### src/rtl/meta_egress_buffer.sv
// meta_egress_buffer: first-word-fall-through FIFO that decouples parsed packet
// metadata from the downstream consumer, with protocol and drop statistics.
//
// Ports:
//   aclk, areset       - clock (rising edge) and asynchronous active-high reset
//   meta_in(_valid)    - metadata from the parser; a pulse, no backpressure
//   m_meta(_valid)     - head-of-FIFO metadata ('0 while empty)
//   m_meta_ready       - downstream accepts the head this cycle
//   clear_stats        - synchronous clear of counters and overflow flag
//   fifo_count         - number of entries held
//   ipv4/ipv6/drop_count, overflow - saturating statistics, sticky drop flag

package meta_egress_pkg;
    typedef struct packed {
        logic        is_ipv4;
        logic        is_ipv6;
        logic        is_tcp;
        logic        is_udp;
        logic [7:0]  ip_proto;
        logic [15:0] l4_dst_port;
        logic [11:0] pkt_len;
    } parsed_metadata_t;
endpackage

module meta_egress_buffer
    import meta_egress_pkg::*;
#(
    parameter int unsigned DEPTH = 4,
    parameter int unsigned CNT_W = 32
) (
    input  logic                       aclk,
    input  logic                       areset,
    input  parsed_metadata_t           meta_in,
    input  logic                       meta_in_valid,
    output parsed_metadata_t           m_meta,
    output logic                       m_meta_valid,
    input  logic                       m_meta_ready,
    input  logic                       clear_stats,
    output logic [$clog2(DEPTH+1)-1:0] fifo_count,
    output logic [CNT_W-1:0]           ipv4_count,
    output logic [CNT_W-1:0]           ipv6_count,
    output logic [CNT_W-1:0]           drop_count,
    output logic                       overflow
);

    localparam int unsigned PtrW   = $clog2(DEPTH);
    localparam int unsigned CountW = $clog2(DEPTH+1);
    localparam logic [CountW-1:0] FullCount = CountW'(DEPTH);

    parsed_metadata_t  mem_q [DEPTH];
    logic [PtrW-1:0]   wr_ptr_q, wr_ptr_d;
    logic [PtrW-1:0]   rd_ptr_q, rd_ptr_d;
    logic [CountW-1:0] count_q, count_d;
    logic [CNT_W-1:0]  ipv4_q, ipv4_d;
    logic [CNT_W-1:0]  ipv6_q, ipv6_d;
    logic [CNT_W-1:0]  drop_q, drop_d;
    logic              ovf_q, ovf_d;

    logic push, pop, drop;

    always_comb begin
        // count_q never exceeds DEPTH, so "not full" is "count < DEPTH".
        pop  = (count_q != '0) && m_meta_ready;
        push = meta_in_valid && ((count_q != FullCount) || pop);
        drop = meta_in_valid && !push;

        wr_ptr_d = push ? wr_ptr_q + PtrW'(1) : wr_ptr_q;
        rd_ptr_d = pop  ? rd_ptr_q + PtrW'(1) : rd_ptr_q;

        count_d = count_q;
        case ({push, pop})
            2'b10:   count_d = count_q + CountW'(1);
            2'b01:   count_d = count_q - CountW'(1);
            default: count_d = count_q;
        endcase

        ipv4_d = ipv4_q;
        ipv6_d = ipv6_q;
        drop_d = drop_q;
        ovf_d  = ovf_q;
        if (clear_stats) begin
            // Clear takes priority over any increment in the same cycle.
            ipv4_d = '0;
            ipv6_d = '0;
            drop_d = '0;
            ovf_d  = 1'b0;
        end else begin
            if (push && meta_in.is_ipv4) begin
                if (ipv4_q != '1) ipv4_d = ipv4_q + CNT_W'(1);
            end else if (push && meta_in.is_ipv6) begin
                if (ipv6_q != '1) ipv6_d = ipv6_q + CNT_W'(1);
            end
            if (drop) begin
                if (drop_q != '1) drop_d = drop_q + CNT_W'(1);
                ovf_d = 1'b1;
            end
        end
    end

    always_ff @(posedge aclk or posedge areset) begin
        if (areset) begin
            wr_ptr_q <= '0;
            rd_ptr_q <= '0;
            count_q  <= '0;
            ipv4_q   <= '0;
            ipv6_q   <= '0;
            drop_q   <= '0;
            ovf_q    <= 1'b0;
        end else begin
            wr_ptr_q <= wr_ptr_d;
            rd_ptr_q <= rd_ptr_d;
            count_q  <= count_d;
            ipv4_q   <= ipv4_d;
            ipv6_q   <= ipv6_d;
            drop_q   <= drop_d;
            ovf_q    <= ovf_d;
        end
    end

    // Storage needs no reset: stale entries are unreachable once count_q is 0.
    always_ff @(posedge aclk) begin
        if (push) mem_q[wr_ptr_q] <= meta_in;
    end

    always_comb begin
        m_meta_valid = (count_q != '0);
        m_meta       = m_meta_valid ? mem_q[rd_ptr_q] : '0;
        fifo_count   = count_q;
        ipv4_count   = ipv4_q;
        ipv6_count   = ipv6_q;
        drop_count   = drop_q;
        overflow     = ovf_q;
    end

endmodule
### config.mk
export PLATFORM = sky130hd
export DESIGN_NAME = meta_egress_buffer
export DESIGN_NICKNAME = d
export VERILOG_FILES = /design/src/rtl/meta_egress_buffer.sv
export SDC_FILE = /design/constraint.sdc
export NUM_CORES = 1
export LEC_CHECK = 0
export BUFFER_PORTS_ARGS = -buffer_cell sky130_fd_sc_hd__clkbuf_2
export CAP_MARGIN = 40
export CORE_ASPECT_RATIO = 0.6
export CORE_UTILIZATION = 61
export CTS_CLUSTER_DIAMETER = 30
export CTS_CLUSTER_SIZE = 30
export DETAILED_ROUTE_END_ITERATION = 8
export PLACE_DENSITY_LB_ADDON = 0.1
export SETUP_SLACK_MARGIN = 0.02
export SLEW_MARGIN = 20
export SYNTH_ARGS = -nofsm -noshare
export SYNTH_HDL_FRONTEND = slang
export SYNTH_SLANG_ARGS = --single-unit
### constraint.sdc
create_clock -name aclk -period 5.8 [get_ports aclk]
set_clock_uncertainty 0.05 [all_clocks]
set_input_delay 0.29 -clock aclk [delete_from_list [all_inputs] [get_ports aclk]]
set_output_delay 0.29 -clock aclk [all_outputs]
set_load 0.01 [all_outputs]
After elaboration in Yosys (flattened, before gate mapping)
Memory sizes are Yosys's and may differ from the RTL's.
Index checks and enable logic that the tools add are counted.

storage, ports and cells
  flip-flop bits (word level) = 104
  bits in writable memories = 160
  input port bits = 45
  output and inout port bits = 141
  word-level logic and storage cells = 56
  memories = 1

memories
  name   words  bits a word  read ports  clocked after memory_dff  wr ports  line  RTL
  mem_q  4      40           1           0                         1         50    parsed_metadata_t mem_q [DEPTH];

operators by class
  add/subtract/negate cells = 7
  equality and inequality tests = 7
  multiplexer cells = 16
  reduce and logical (&&, ||, !) cells = 18

operators with widths
  cell                                                                number
  32-bit 2-to-1 mux                                                   10
  32-bit by 1-bit adder with 32-bit output, second input constant     3
  32-bit != test, second input constant                               3
  40-bit 2-to-1 mux                                                   1
  2-bit nonzero test                                                  7
  3-bit case mux with 2 select lines                                  1
  1-bit logical AND                                                   5
  2-bit by 1-bit adder with 2-bit output, second input constant       2
  1-bit 2-to-1 mux                                                    4
  2-bit AND reduction                                                 2
  3-bit by 1-bit adder with 3-bit output, second input constant       1
  3-bit != test, second input constant                                1
  3-bit AND reduction                                                 1
  3-bit nonzero test                                                  1
  3-bit by 1-bit subtractor with 3-bit output, second input constant  1
  2-bit by 1-bit == test with 1-bit output, second input constant     1
  2-bit == test, second input constant                                1
  2-bit != test, second input constant                                1
  1-bit logical NOT                                                   1
  1-bit logical OR                                                    1

Logic depth before layout (Yosys ltp)
Gate-level depths: netlist of the first run.

  depth in word-level cells = 8
  depth in mapped cells = 9
  gate-level depth less buffers = 7

Worst setup path before layout of the first run
Ideal clock, no wire load.

  path type = reg-to-reg
  start point = register ipv4_q[0] (netlist: ipv4_count[0])
  end point = register ipv4_q[26] (netlist: ipv4_count[26])
  library setup time = 77 ps
  arrival time = 2379 ps
  required time = 5673 ps
  path slack = 3294 ps
  cell stages (with the launch flop) = 8
  buffers on the path = 1
  clock period less this slack = 2506 ps
  cell sequence = dfrtp_1 -> ha_1 -> nand2_1 -> or3_4 -> or4b_1 -> buf_2 -> or4_1 -> a21oi_1

on the way
  word-level cells in the longest chain between the ends = 4
  elaborated cells on any way between the ends = 7
  classes of those cells = add/sub (1); eq/ne (1); mux (3); reduce/logical (2)

ends and longest elaborated chain
  item                                      line  RTL
  from (decl)                               54    logic [CNT_W-1:0] ipv4_q, ipv4_d;
  from (signal assigned)                    113   ipv4_q <= ipv4_d;
  32-bit by 1-bit adder with 32-bit output  89    if (ipv4_q != '1) ipv4_d = ipv4_q + CNT_W'(1);
  32-bit 2-to-1 mux                         89
  32-bit 2-to-1 mux                         88    if (push && meta_in.is_ipv4) begin
  32-bit 2-to-1 mux                         81    if (clear_stats) begin

Parallel ways exist; a longest one is shown, timed or not. The select of a mux whose other input is x is not followed.
A chain may end at the register's enable or synchronous reset.

==> results.toml, run 1 <==
[worst_setup_path]
crit_fanout = 28
crit_path_end_kind = "primary output"
worstPathArrival_ps = 2670
cp.required_ps = 5460
criticalPathCategory = "flop to primary output"
cp-start-kind = "flop"

[logic_synthesis]
synth_area_um2 = 12030
synth_nets = 973
netlist_instances = 920
yosys.area_share.xor_xnor = 0.008010
synth_edf_count = 160
ys_ff_latch = 264
synth-async-reset-ratio = 0.3939
synth_top_family_by_area = "simple AND/OR/NAND/NOR gates"
synth_compound_area_frac = 0.08249
synthMuxAreaShare = 0.08603
yosys.area_share.simple = 0.1743
synthAdderAreaFrac = 0.008946
ys_seq_area_frac = 0.6158
netlist-cell-type-count = 59
syn_area_per_cell_um2 = 13.07
synth_ff_type = "edfxtp_1"
ys_warn_count = 0

[sta]
min_period_ps = 3007
fin_crit_sh = 0.5185
hold_viol = 0
slew_viol_final = 0
rsz0062_at_grt = "no"
fin_setup_tns_ps = 0
worst_slew_pin_slew_ps = 990.9
setup_viol = 0
max_freq_mhz = 332.5
slew_headroom = 0.3343

[clock_tree]
clk_pin_slew_ps = 60
insertion_delay_ps = 510
cts_buffer_depth = 3
cts.sink_count = 264
cts_htree_levels = 2
cts_tree = "yes"
postCtsSetupRepairBufs = 0
clock-root-buffer = "clkbuf_16"
cts_buffers = 36

[die]
rows = 39
dieWidth_um = 183.3
ios = 186
die_h_um = 110.8
coreArea_um2 = 19180
start_util = 0.6272
dieArea_um2 = 20300

[cells_and_area]
drive_gt1_frac = 0.2877
area_growth_syn_to_layout_pct = 23.93
fin_util = 0.7773
antenna_cells = 0
fill_cells = 1207
final_nets = 1200

[grt]
grt_usage = 0.2802
grt_antenna_before_repair = 0
grt_pass1_vias = 8325
grt_pass1_wl_mm = 44.68
grt_overflow = 0
grt_max_degree = 63

[hold_path]
hold_path_class = "input port to flop"

[pwr]
pwr_density_cell_nw_per_um2 = 407.1
leakage_nw = 5.696
vdd_drop_max_v = 0.0003550

[route]
antenna_left = 0
wl_mm = 27.80
viasPerCell = 6.160
drt_iter0_drc = 876
drt_first_pass_iters = 5
vias = 8876
routedWlPerCell_um = 19.29
drc_errors = 0

[job]
drv_cap = 0

[placement]
gp_congestion = 0.8488
dp.final_hpwl_mm = 17.61
portBuffers = 185

[outcome]
status = "finished clean"
==> critical path, stage by stage (launching register included) <==
cell	delay, ps
dfrtp_2	670
buf_4	550
mux4_2	570
and2_1	210
clkbuf_2	140
==> cell usage after synthesis (18+ instances only) <==
master / n / area, um2
o21ai_0: 38 / 190.2
mux4_2: 40 / 900.9
o31ai_1: 35 / 262.8
nand2_1: 43 / 161.4
and2_1: 46 / 287.8
or3_1: 35 / 219.0
nor2_1: 29 / 108.9
and3_1: 18 / 112.6
or4_1: 36 / 270.3
nand4_1: 30 / 187.7
dfrtp_1: 104 / 2603
edfxtp_1: 160 / 4805
a21oi_1: 73 / 365.4
clkbuf_1: 29 / 108.9
nand3_1: 44 / 220.2
==> stage by stage <==
step	setup slack [ps]	total power [mW]	cell area (um2)	std cells	hold WS, ps
detailed placement	3053	3.867	13260	1333	296.9
CTS	2697	6.119	14900	1440	113.0
finish	2793	6.068	14910	1441	136.8
global route	2597	6.342	14910	1441	163.5
global placement	3134	3.790	13120	1326	300.6
floorplan	2728	3.340	12030	920	338.9
==> kinds of logic after synthesis <==
kind of cell	after synthesis
buffers and inverters	67
DFF	264
and+or+nand+nor	351
xor gates and xnor gates	11
adders and majority gates	8
AOI/OAI and AO/OA	167
muxes	52
==> report_power, final <==
group	internal, mW	switching (mW)	leakage, nW	total, mW
combinational	0.700	0.745	2.19	1.45
sequential	2.27	0.135	2.90	2.40
clock	1.36	0.854	0.600	2.22
==> repair_timing <==
item,in CTS,in global routing
gates resized for setup,0,0
hold buffers,41,0
endpoints found under the hold margin,197,0
==> flip-flops by register name, summed over array words and instances (netlist names) <==
name,count
mem_q,160
drop_count,32
ipv4_count,32
ipv6_count,32
fifo_count,3
rd_ptr_q,2
wr_ptr_q,2
overflow,1
==> worst paths after layout <==
path	cells after the start	slack, ps	from	endpoint
min in group asynchronous	3	310	areset	fifo_count[1]$_DFFE_PP0P_
hold / removal	3	140	m_meta_ready	rd_ptr_q[0]$_DFFE_PP0N_
setup reg to reg	6	2970	ipv4_count[0]$_DFFE_PP0P_	ipv4_count[18]$_DFFE_PP0P_
max in group asynchronous	5	4370	areset	ipv6_count[26]$_DFFE_PP0P_
hold reg to reg	1	440	ipv6_count[31]$_DFFE_PP0P_	ipv6_count[31]$_DFFE_PP0P_
setup / recovery	4	2790	rd_ptr_q[0]$_DFFE_PP0N_	m_meta[36]
==> cells in the final DEF (no fill, tap or decap), types with 5 or more instances in the layout <==
master and count:
a21oi_1 73, and2_1 46, and3_1 14, and3_2 5, and4_1 9, buf_12 5
buf_4 9, clkbuf_1 7, clkbuf_16 38, clkbuf_2 184, clkinv_2 5, dfrtp_1 102
dlygate4sd3_1 41, edfxtp_1 160, ha_1 7, inv_1 14, mux2_2 11, mux4_2 40
nand2_1 43, nand3_1 44, nand4_1 30, nor2_1 29, nor2b_1 11, nor3_1 6
nor4_1 15, o21ai_0 38, o31ai_1 35, or3_1 35, or4_1 36, xnor2_1 7
==> layout make-up <==
| cell class | count | area, um2 | share of cell area |
|---|---|---|---|
| well taps | 266 | 332.8 | 0.02233 |
| clock buffers | 45 | 977.2 | 0.06556 |
| flip-flops and latches | 264 | 7410 | 0.4971 |
| repair buffers | 241 | 1531 | 0.1027 |
| clock inverters | 21 | 256.5 | 0.01721 |
| inverters | 15 | 58.81 | 0.003945 |
| multi-input cells | 589 | 4339 | 0.2911 |
==> metal layers <==
metal / vias up / routed length (um) / global-route usage
met2: 371 / 12450 / 0.4076
met4: 0 / 372 / 0.05500
met1: 4377 / 12690 / 0.4413
met3: 38 / 2291 / 0.05650
li1: 4090 / - / -
met5: - / 0 / 0
No activity file was read; power rests on OpenSTA's default activity.
==> run 2: changes to the inputs <==
CORE_UTILIZATION = 57   (was 61)
clock period = 3.1 ns   (was 5.8 ns; I/O delays follow)
==> results.toml, run 2 (same netlist as run 1, synthesis figures left out) <==
[sta]
worst_slew_pin_slew_ps = 713.0
setup_viol = 0
rsz0062_at_grt = "no"
min_period_ps = 2667
fin_crit_sh = 0.8605
hold_viol = 0
fin_setup_tns_ps = 0
max_freq_mhz = 374.9
slew_viol_final = 0
slew_headroom = 0.5203

[cells_and_area]
area_growth_syn_to_layout_pct = 25.37
largest_reg_flops = 160
final_cell_mix = "184 x clkbuf_2, 160 x edfxtp_1, 102 x dfrtp_1, 73 x a21oi_1, 46 x and2_1"
layout_commonest_cell = "clkbuf_2"
stdcell_count = 1461
regMostFlops = "mem_q"
drive_gt1_frac = 0.2963
antenna_cells = 0
final_nets = 1212

[clock_tree]
insertion_delay_ps = 510
cts_buffer_depth = 3
clock-root-buffer = "clkbuf_16"
cts_resized = 0
cts.hold.buffers_added = 42
cts.sink_count = 264
postCtsSetupRepairBufs = 0
clk_pin_slew_ps = 60
cts_buffers = 38
cts_tree = "yes"
cts_htree_levels = 2

[route]
drt_iter0_drc = 749
vias = 8801
drt_first_pass_iters = 5
antenna_left = 0
routedWlPerCell_um = 19.27
viasPerCell = 6.024
drc_errors = 0
wl_mm = 28.16

[grt]
grt_pass1_vias = 8255
grt_overflow = 0
grt_usage = 0.2644
grt_max_degree = 62
grt_pass1_wl_mm = 44.52
grt_antenna_before_repair = 0

[worst_setup_path]
worstRegToRegCells = 5
rrSetupSlack_ps = 430
rr_startpoint = "ipv6_count[2]$_DFFE_PP0P_"
reg2reg_to = "ipv6_count[25]$_DFFE_PP0P_"
cp.required_ps = 3440
crit_fanout = 10
crit_path_end_kind = "flop"
cp-start-kind = "flop"
criticalPathCategory = "flop to flop"
worstPathArrival_ps = 3010

[die]
dieArea_um2 = 21710
ios = 186
start_util = 0.5919
coreArea_um2 = 20320
rows = 40
dieWidth_um = 189.5
die_h_um = 114.5

[placement]
portBuffers = 185
gp_congestion = 0.8699
dpl.cell_count = 1350
dp.final_hpwl_mm = 17.86

[hold_path]
worstHoldEndpoint = "ipv6_count[20]$_DFFE_PP0P_"
hold_path_class = "input port to flop"
hold_start = "clear_stats"
whs_path_depth = 2

[pwr]
leakage_nw = 5.776
pwr_density_cell_nw_per_um2 = 768.1
vdd_drop_max_v = 0.0007243

[job]
drv_cap = 0

[outcome]
status = "finished clean"
==> run 2: changes by cell type in the layout (fill, tap and decap cells not counted), sizes merged <==
cell	before	now
buf	16	25
clkinvlp	2	5
clkbuf	229	227
bufinv	3	4
clkinv	9	10
dlygate4sd3	41	42
==> run 2: critical path, cell delays in order, from the launching register on <==
cell,delay (ps)
dfrtp_1,460
nand3_1,170
or4_1,650
or3_1,530
nor4_1,320
mux2_2,370
==> run 2: routing by layer <==
metal	track usage	up-vias	part of all wire
met2	0.3844	343	0.44
met3	0.05762	36	0.082
met1	0.4051	4316	0.47
met5	0	-	0
li1	-	4106	-
met4	0.06667	0	0.015
==> run 2: how the worst max path moves through the flow <==
stage	startpoint	to	slack (ps)	cells after the start
6_report	ipv6_count[2]$_DFFE_PP0P_	ipv6_count[25]$_DFFE_PP0P_	430	5
5_1_grt	ipv4_count[0]$_DFFE_PP0P_	ipv4_count[26]$_DFFE_PP0P_	290	6
4_1_cts	ipv6_count[2]$_DFFE_PP0P_	ipv6_count[25]$_DFFE_PP0P_	440	5
3_5_place_dp	ipv4_count[0]$_DFFE_PP0P_	ipv4_count[26]$_DFFE_PP0P_	450	6
3_3_place_gp	ipv4_count[0]$_DFFE_PP0P_	ipv4_count[26]$_DFFE_PP0P_	510	6
2_1_floorplan	areset	drop_count[0]$_DFFE_PP0P_	160	1
==> run 2: area by class of cell <==
| class | instances | area (um2) |
|---|---|---|
| clock buffer | 43 | 1033 |
| clock inverter | 26 | 280.3 |
| fill | 1362 | 5240 |
| inverter | 15 | 58.81 |
| multi-input combinational | 589 | 4339 |
| sequential | 264 | 7410 |
| tap | 273 | 341.6 |
| timing repair buffer | 251 | 1617 |
==> run 2: through the flow <==
step / hold WS, ps / cell area (um2) / power (mW) / setup WS [ps] / util
after detailed placement: 207.0 / 13350 / 7.264 / 452.3 / 0.6568
after floorplan: 203.9 / 12030 / 6.250 / 162.8 / -
after CTS: 3.092 / 15080 / 11.70 / 440.8 / 0.7421
final: 19.38 / 15080 / 11.58 / 432.6 / 0.7421
after global placement: 206.8 / 13270 / 7.161 / 512.2 / 0.6528
after global routing: 24.52 / 15080 / 12.09 / 285.1 / 0.7421
==> run 2: report_power, final <==
part	total (mW)	internal (mW)	switching [mW]
clock	4.36	2.77	1.60
combinational	2.75	1.33	1.42
sequential	4.47	4.25	0.221
